==> src/rtl/bus_rd_fifo_if.sv <==
// Handshake bundle between a CPU mailbox read FIFO and its producer and CPU-side logic.
interface bus_rd_fifo_if #(
    parameter int W  = 8,
    parameter int AW = 2
);
    logic          push;
    logic [W-1:0]  push_d;
    logic          push_rdy;
    logic          rd;
    logic [W-1:0]  q;
    logic          irq;
    logic [AW:0]   count;
    logic          ovf;
    logic          unf;
    logic          clr_flags;

    // Producer / CPU side: drives requests and observes the FIFO state
    modport master (
        output push, push_d, rd, clr_flags,
        input  push_rdy, q, irq, count, ovf, unf
    );

    // FIFO side
    modport slave (
        input  push, push_d, rd, clr_flags,
        output push_rdy, q, irq, count, ovf, unf
    );
endinterface

==> src/rtl/bus_rd_fifo.sv <==
// Read side of a CPU mailbox: small FIFO filled by a valid/ready producer and
// drained by a CPU read strobe. Each strobe pulse pops one entry at its falling
// edge, so q stays stable for the whole CPU read cycle.
module bus_rd_fifo #(
    parameter int W  = 8,
    parameter int AW = 2
) (
    input  logic           clk,
    input  logic           rst,
    bus_rd_fifo_if.slave   bus
);
    localparam int          DEPTH = 2 ** AW;
    localparam logic [AW:0] FULL  = (AW + 1)'(DEPTH);
    localparam logic [AW:0] ONE   = (AW + 1)'(1);

    logic [W-1:0]  mem_q [DEPTH];
    logic [AW-1:0] wr_ptr_q, wr_ptr_d;
    logic [AW-1:0] rd_ptr_q, rd_ptr_d;
    logic [AW:0]   count_q, count_d;
    logic [W-1:0]  data_q, data_d;
    logic          irq_q, irq_d;
    logic          ovf_q, ovf_d;
    logic          unf_q, unf_d;
    logic          rd_prev_q, rd_prev_d;
    logic          pop_req, push_ok, pop_ok, full, empty;

    // Next-state: strobe fall detection, pointer/count update, head data and flags
    always_comb begin
        rd_prev_d = bus.rd;
        full      = (count_q == FULL);
        empty     = (count_q == '0);
        pop_req   = rd_prev_q & ~bus.rd;
        push_ok   = bus.push & ~full;
        pop_ok    = pop_req & ~empty;

        wr_ptr_d  = wr_ptr_q + AW'(push_ok);
        rd_ptr_d  = rd_ptr_q + AW'(pop_ok);

        count_d   = count_q;
        if (push_ok && !pop_ok) begin
            count_d = count_q + ONE;
        end else if (pop_ok && !push_ok) begin
            count_d = count_q - ONE;
        end

        // New head equals the slot being written only when that entry becomes
        // the sole/first valid one, so bypass the memory in that case.
        data_d = data_q;
        if (count_d != '0) begin
            if (push_ok && (wr_ptr_q == rd_ptr_d)) begin
                data_d = bus.push_d;
            end else begin
                data_d = mem_q[rd_ptr_d];
            end
        end

        irq_d = (count_d != '0);

        // A set event in the same cycle takes priority over the clear
        ovf_d = (bus.push & full)  | (ovf_q & ~bus.clr_flags);
        unf_d = (pop_req  & empty) | (unf_q & ~bus.clr_flags);
    end

    // Control and output registers with synchronous reset
    always_ff @(posedge clk) begin
        if (rst) begin
            wr_ptr_q  <= '0;
            rd_ptr_q  <= '0;
            count_q   <= '0;
            data_q    <= '0;
            irq_q     <= 1'b0;
            ovf_q     <= 1'b0;
            unf_q     <= 1'b0;
            rd_prev_q <= 1'b0;
        end else begin
            wr_ptr_q  <= wr_ptr_d;
            rd_ptr_q  <= rd_ptr_d;
            count_q   <= count_d;
            data_q    <= data_d;
            irq_q     <= irq_d;
            ovf_q     <= ovf_d;
            unf_q     <= unf_d;
            rd_prev_q <= rd_prev_d;
        end
    end

    // Storage array; contents are don't-care after reset since pointers restart
    always_ff @(posedge clk) begin
        if (!rst && push_ok) begin
            mem_q[wr_ptr_q] <= bus.push_d;
        end
    end

    assign bus.push_rdy = ~full;
    assign bus.q        = data_q;
    assign bus.irq      = irq_q;
    assign bus.count    = count_q;
    assign bus.ovf      = ovf_q;
    assign bus.unf      = unf_q;
endmodule

==> src/flat_wrapper.sv <==
// flat-port wrapper written by rule: the top's interface ports become plain ports
module bus_rd_fifo_flat 
#(
    parameter int W  = 8,
    parameter int AW = 2
)
  (clk, rst, bus_push, bus_push_d, bus_rd, bus_clr_flags, bus_push_rdy, bus_q, bus_irq, bus_count, bus_ovf, bus_unf);
  bus_rd_fifo_if #(.W(W), .AW(AW)) bus_i ();
  input  logic clk;
  input  logic rst;
  input wire logic [$bits(bus_i.push)-1:0] bus_push;
  input wire logic [$bits(bus_i.push_d)-1:0] bus_push_d;
  input wire logic [$bits(bus_i.rd)-1:0] bus_rd;
  input wire logic [$bits(bus_i.clr_flags)-1:0] bus_clr_flags;
  output wire logic [$bits(bus_i.push_rdy)-1:0] bus_push_rdy;
  output wire logic [$bits(bus_i.q)-1:0] bus_q;
  output wire logic [$bits(bus_i.irq)-1:0] bus_irq;
  output wire logic [$bits(bus_i.count)-1:0] bus_count;
  output wire logic [$bits(bus_i.ovf)-1:0] bus_ovf;
  output wire logic [$bits(bus_i.unf)-1:0] bus_unf;
  assign bus_i.push = bus_push;
  assign bus_i.push_d = bus_push_d;
  assign bus_i.rd = bus_rd;
  assign bus_i.clr_flags = bus_clr_flags;
  assign bus_push_rdy = bus_i.push_rdy;
  assign bus_q = bus_i.q;
  assign bus_irq = bus_i.irq;
  assign bus_count = bus_i.count;
  assign bus_ovf = bus_i.ovf;
  assign bus_unf = bus_i.unf;
  bus_rd_fifo #(.W(W), .AW(AW)) u_core (.clk(clk), .rst(rst), .bus(bus_i));
endmodule
==> config.mk <==
export PLATFORM = sky130hd
export DESIGN_NAME = bus_rd_fifo_flat
export DESIGN_NICKNAME = d
export VERILOG_FILES = /design/src/rtl/bus_rd_fifo_if.sv /design/src/rtl/bus_rd_fifo.sv /design/src/flat_wrapper.sv
export SDC_FILE = /design/constraint.sdc
export NUM_CORES = 1
export LEC_CHECK = 0
export ABC_CLOCK_PERIOD_IN_PS = 3600
export BUFFER_PORTS_ARGS = -buffer_cell sky130_fd_sc_hd__buf_2
export CAP_MARGIN = 25
export CORE_UTILIZATION = 55
export CTS_BUF_LIST = sky130_fd_sc_hd__clkbuf_8
export DETAILED_ROUTE_END_ITERATION = 12
export MAX_ROUTING_LAYER = met4
export PLACE_DENSITY = 0.76
export SLEW_MARGIN = 10
export SYNTH_ARGS = -nofsm -noshare
export SYNTH_HDL_FRONTEND = slang
export SYNTH_SLANG_ARGS = --single-unit
==> constraint.sdc <==
create_clock -name clk -period 3.6 [get_ports clk]
set_input_delay 0.54 -clock clk [delete_from_list [all_inputs] [get_ports clk]]
set_output_delay 0.54 -clock clk [all_outputs]
set_load 0.01 [all_outputs]
==> out/results.tsv <==
metric	value	unit
status	finished, final reports clean	
synth warn	0	
pre-CTS WS	0.7264	ns
IO buf count	27	
drt pass-1 iters	4	
Post-synth EDFFs	32	
GR Overflow Total	0	
final hold slack	0.4750	ns
initial antenna violation count	0	
r2r startpoint	u_core.bus.count[0]$_SDFF_PP0_	
leakage power	0.9493	nW
register area share after synthesis	0.6033	
Slew Viols, Final	0	
Crit path largest cell delay	0.35	ns
RSZ-0062 raised after global routing	no	
Final ANT Viol Nets	0	
crit path max fanout	10	
final hold vios	0	
deepest clock path buffer count	2	
register bit total from synthesis	51	
final setup vio count	0	
CTS root buf	clkbuf_8	
Max-Cap Viols	0	
clk sinks	51	
setup TNS	0	ns
num ports	28	
die area	4301	um2
worst-margin pin slew	0.7667	ns
TritonCTS clock tree	built	
DRT iter0 DRCs	42	
P&R area growth vs syn	14.01	%
Starting Density	0.5896	
clock latency on the worst-skew pair	0.29	ns
worst rel slew slack	0.4870	
Core Area	3771	um2
minimum clock period	2.951	ns
Buf/Inv on CP	3	
layout cells sized above 1	0.2717	
drt via density	5.935	
vias in the first global route	1398	
Max H-tree Level	2	
Placer Congestion	0.8046	
WL per Instance	17.46	um
Cells after Synth	150	
TritonCTS buffer count	5	
crit path cell chain	inv_1 > ha_1 > nor2b_1 > nor2_1 > ha_1 > xor2_1 > buf_4 > or2_1 > a2111oi_4 > buf_4 > mux2i_1 > a211oi_2	
Final nets	201	
Mapped Nets	168	
worst hold start	u_core.bus.ovf$_SDFF_PP0_	
Post-Syn Area	2223	um2
global-route wire length before repair	6775	um
Synth Flop Type	edfxtp_1	
CP startpoint kind	flop	
asr flop ratio synth	0	
element type at the critical path end	flop	
CP top delay family	simple AND/OR/NAND/NOR gates	
Worst Hold Class	flop to flop	
Final period util	0.8199	
Total GRT Usage	0.2274	
fmax	338.8	MHz
Peak supply drop	0.0005773	V
CP Class	flop to flop	
Synth cell types	36	
Die Ht	65.58	um
Post-Route WL	4051	um
pin count of the biggest net entering global routing	24	
Power Density	644.9	nW/um2
DR vias	1377	
post-route setup slack	0.6485	ns
Worst path slowest cell	dfxtp_1	
hold_buf cts	0	
hpwl dp	2817	um
worst setup path start	u_core.bus.count[0]$_SDFF_PP0_	
Data arrival, critical path	3.12	ns
row count	22	
Die X	65.58	um
critical path data required time	3.77	ns
DRC errors left	0	
clock-pin transition on the worst setup and hold timing paths	0.09	ns
post-CTS resize count	0	
# diodes	0	
total setup buffers inserted after CTS	0	
Worst Clk Skew	0.007499	ns
Mean Syn Cell Area	14.82	um2
path summary, 6_finish.rpt:
check	slack, ns	cells after the start	to
setup / recovery	0.65	12	u_core.bus.q[1]$_SDFFE_PP0P_
hold / removal	0.47	2	u_core.bus.ovf$_SDFF_PP0_
hold reg to reg	0.47	2	u_core.bus.ovf$_SDFF_PP0_
setup reg to reg	0.65	12	u_core.bus.q[1]$_SDFFE_PP0P_
cell families after synthesis:
group,after synthesis,share of synthesized area
xor gates and xnor gates,5,0.01970
adders and majority gates,5,0.02814
DFF,51,0.6033
AOI/OAI and AO/OA,22,0.09286
buffers and inverters,9,0.01801
muxes,17,0.1351
and+or+nand+nor,41,0.1030
layer usage:
layer / global-route usage / vias up / part of all wire
li1: - / 648 / -
met1: 0.2673 / 676 / 0.41
met2: 0.3647 / 49 / 0.52
met3: 0.06424 / 4 / 0.055
met4: 0.1005 / 0 / 0.013
met5: - / - / 0
power by group:
part	leakage, nW	internal (mW)	switching (mW)
Clock	0.0599	0.207	0.178
Combinational	0.442	0.206	0.295
Sequential	0.448	0.701	0.0476
Total	0.949	1.11	0.521
cell type report:
type | instances | area [um2]
repair buffers | 31 | 165.2
clock inverters | 3 | 42.54
inverters | 4 | 15.01
multi-input cells | 90 | 842.1
fillers | 275 | 1236
flip-flops and latches | 51 | 1341
clock buffers | 5 | 68.82
well taps | 48 | 60.06
synthesized netlist by cell type (all sizes together), types with 4 or more instances:
master / number / area [um2]
nor2: 6 / 22.52
nor3: 8 / 40.04
mux4: 8 / 210.2
nor2b: 8 / 50.05
edfxtp: 32 / 960.9
a21oi: 5 / 25.02
nand2: 6 / 27.52
ha: 5 / 62.56
a211oi: 9 / 107.6
o21ai: 4 / 20.02
inv: 4 / 15.01
nand2b: 4 / 25.02
dfxtp: 19 / 380.4
mux2i: 9 / 90.09
state kept, by name, summed over array words and instances (netlist names):
signal	count
u_core.bus.unf	1
u_core.bus.q	8
u_core.bus.count	3
u_core.bus.irq	1
u_core.rd_ptr_q	2
u_core.wr_ptr_q	2
u_core.bus.ovf	1
u_core.mem_q	32
u_core.rd_prev_q	1
worst register-to-register path: stages, from the launching register on:
cell       delay (ns)
dfxtp_1          0.35
inv_1            0.09
ha_1             0.29
nor2b_1          0.20
nor2_1           0.08
ha_1             0.19
xor2_1           0.18
buf_4            0.18
or2_1            0.25
a2111oi_4        0.34
buf_4            0.24
mux2i_1          0.32
a211oi_2         0.11
through the flow:
step	util	power [mW]	std cells	instance area (um2)
final	0.6722	1.635	232	2535
after floorplan	-	1.100	150	2223
after CTS	0.6722	1.643	232	2535
after global routing	0.6722	1.725	232	2535
after global placement	0.6427	1.234	224	2424
after detailed placement	0.6427	1.254	224	2424
cells in the final DEF (no fill, tap or decap), drive strengths merged, types with 2 or more instances in the layout:
cell | synthesis | routed
a211oi | 9 | 9
a21oi | 5 | 5
buf | 3 | 31
clkbuf | 2 | 5
dfxtp | 19 | 19
edfxtp | 32 | 32
ha | 5 | 5
inv | 4 | 6
mux2i | 9 | 9
mux4 | 8 | 8
nand2 | 6 | 6
nand2b | 4 | 4
nor2 | 6 | 6
nor2b | 8 | 8
nor3 | 8 | 8
o21ai | 4 | 4
xnor2 | 2 | 2
xor2 | 3 | 3
Note: power is estimated with default switching activity, not from simulation.
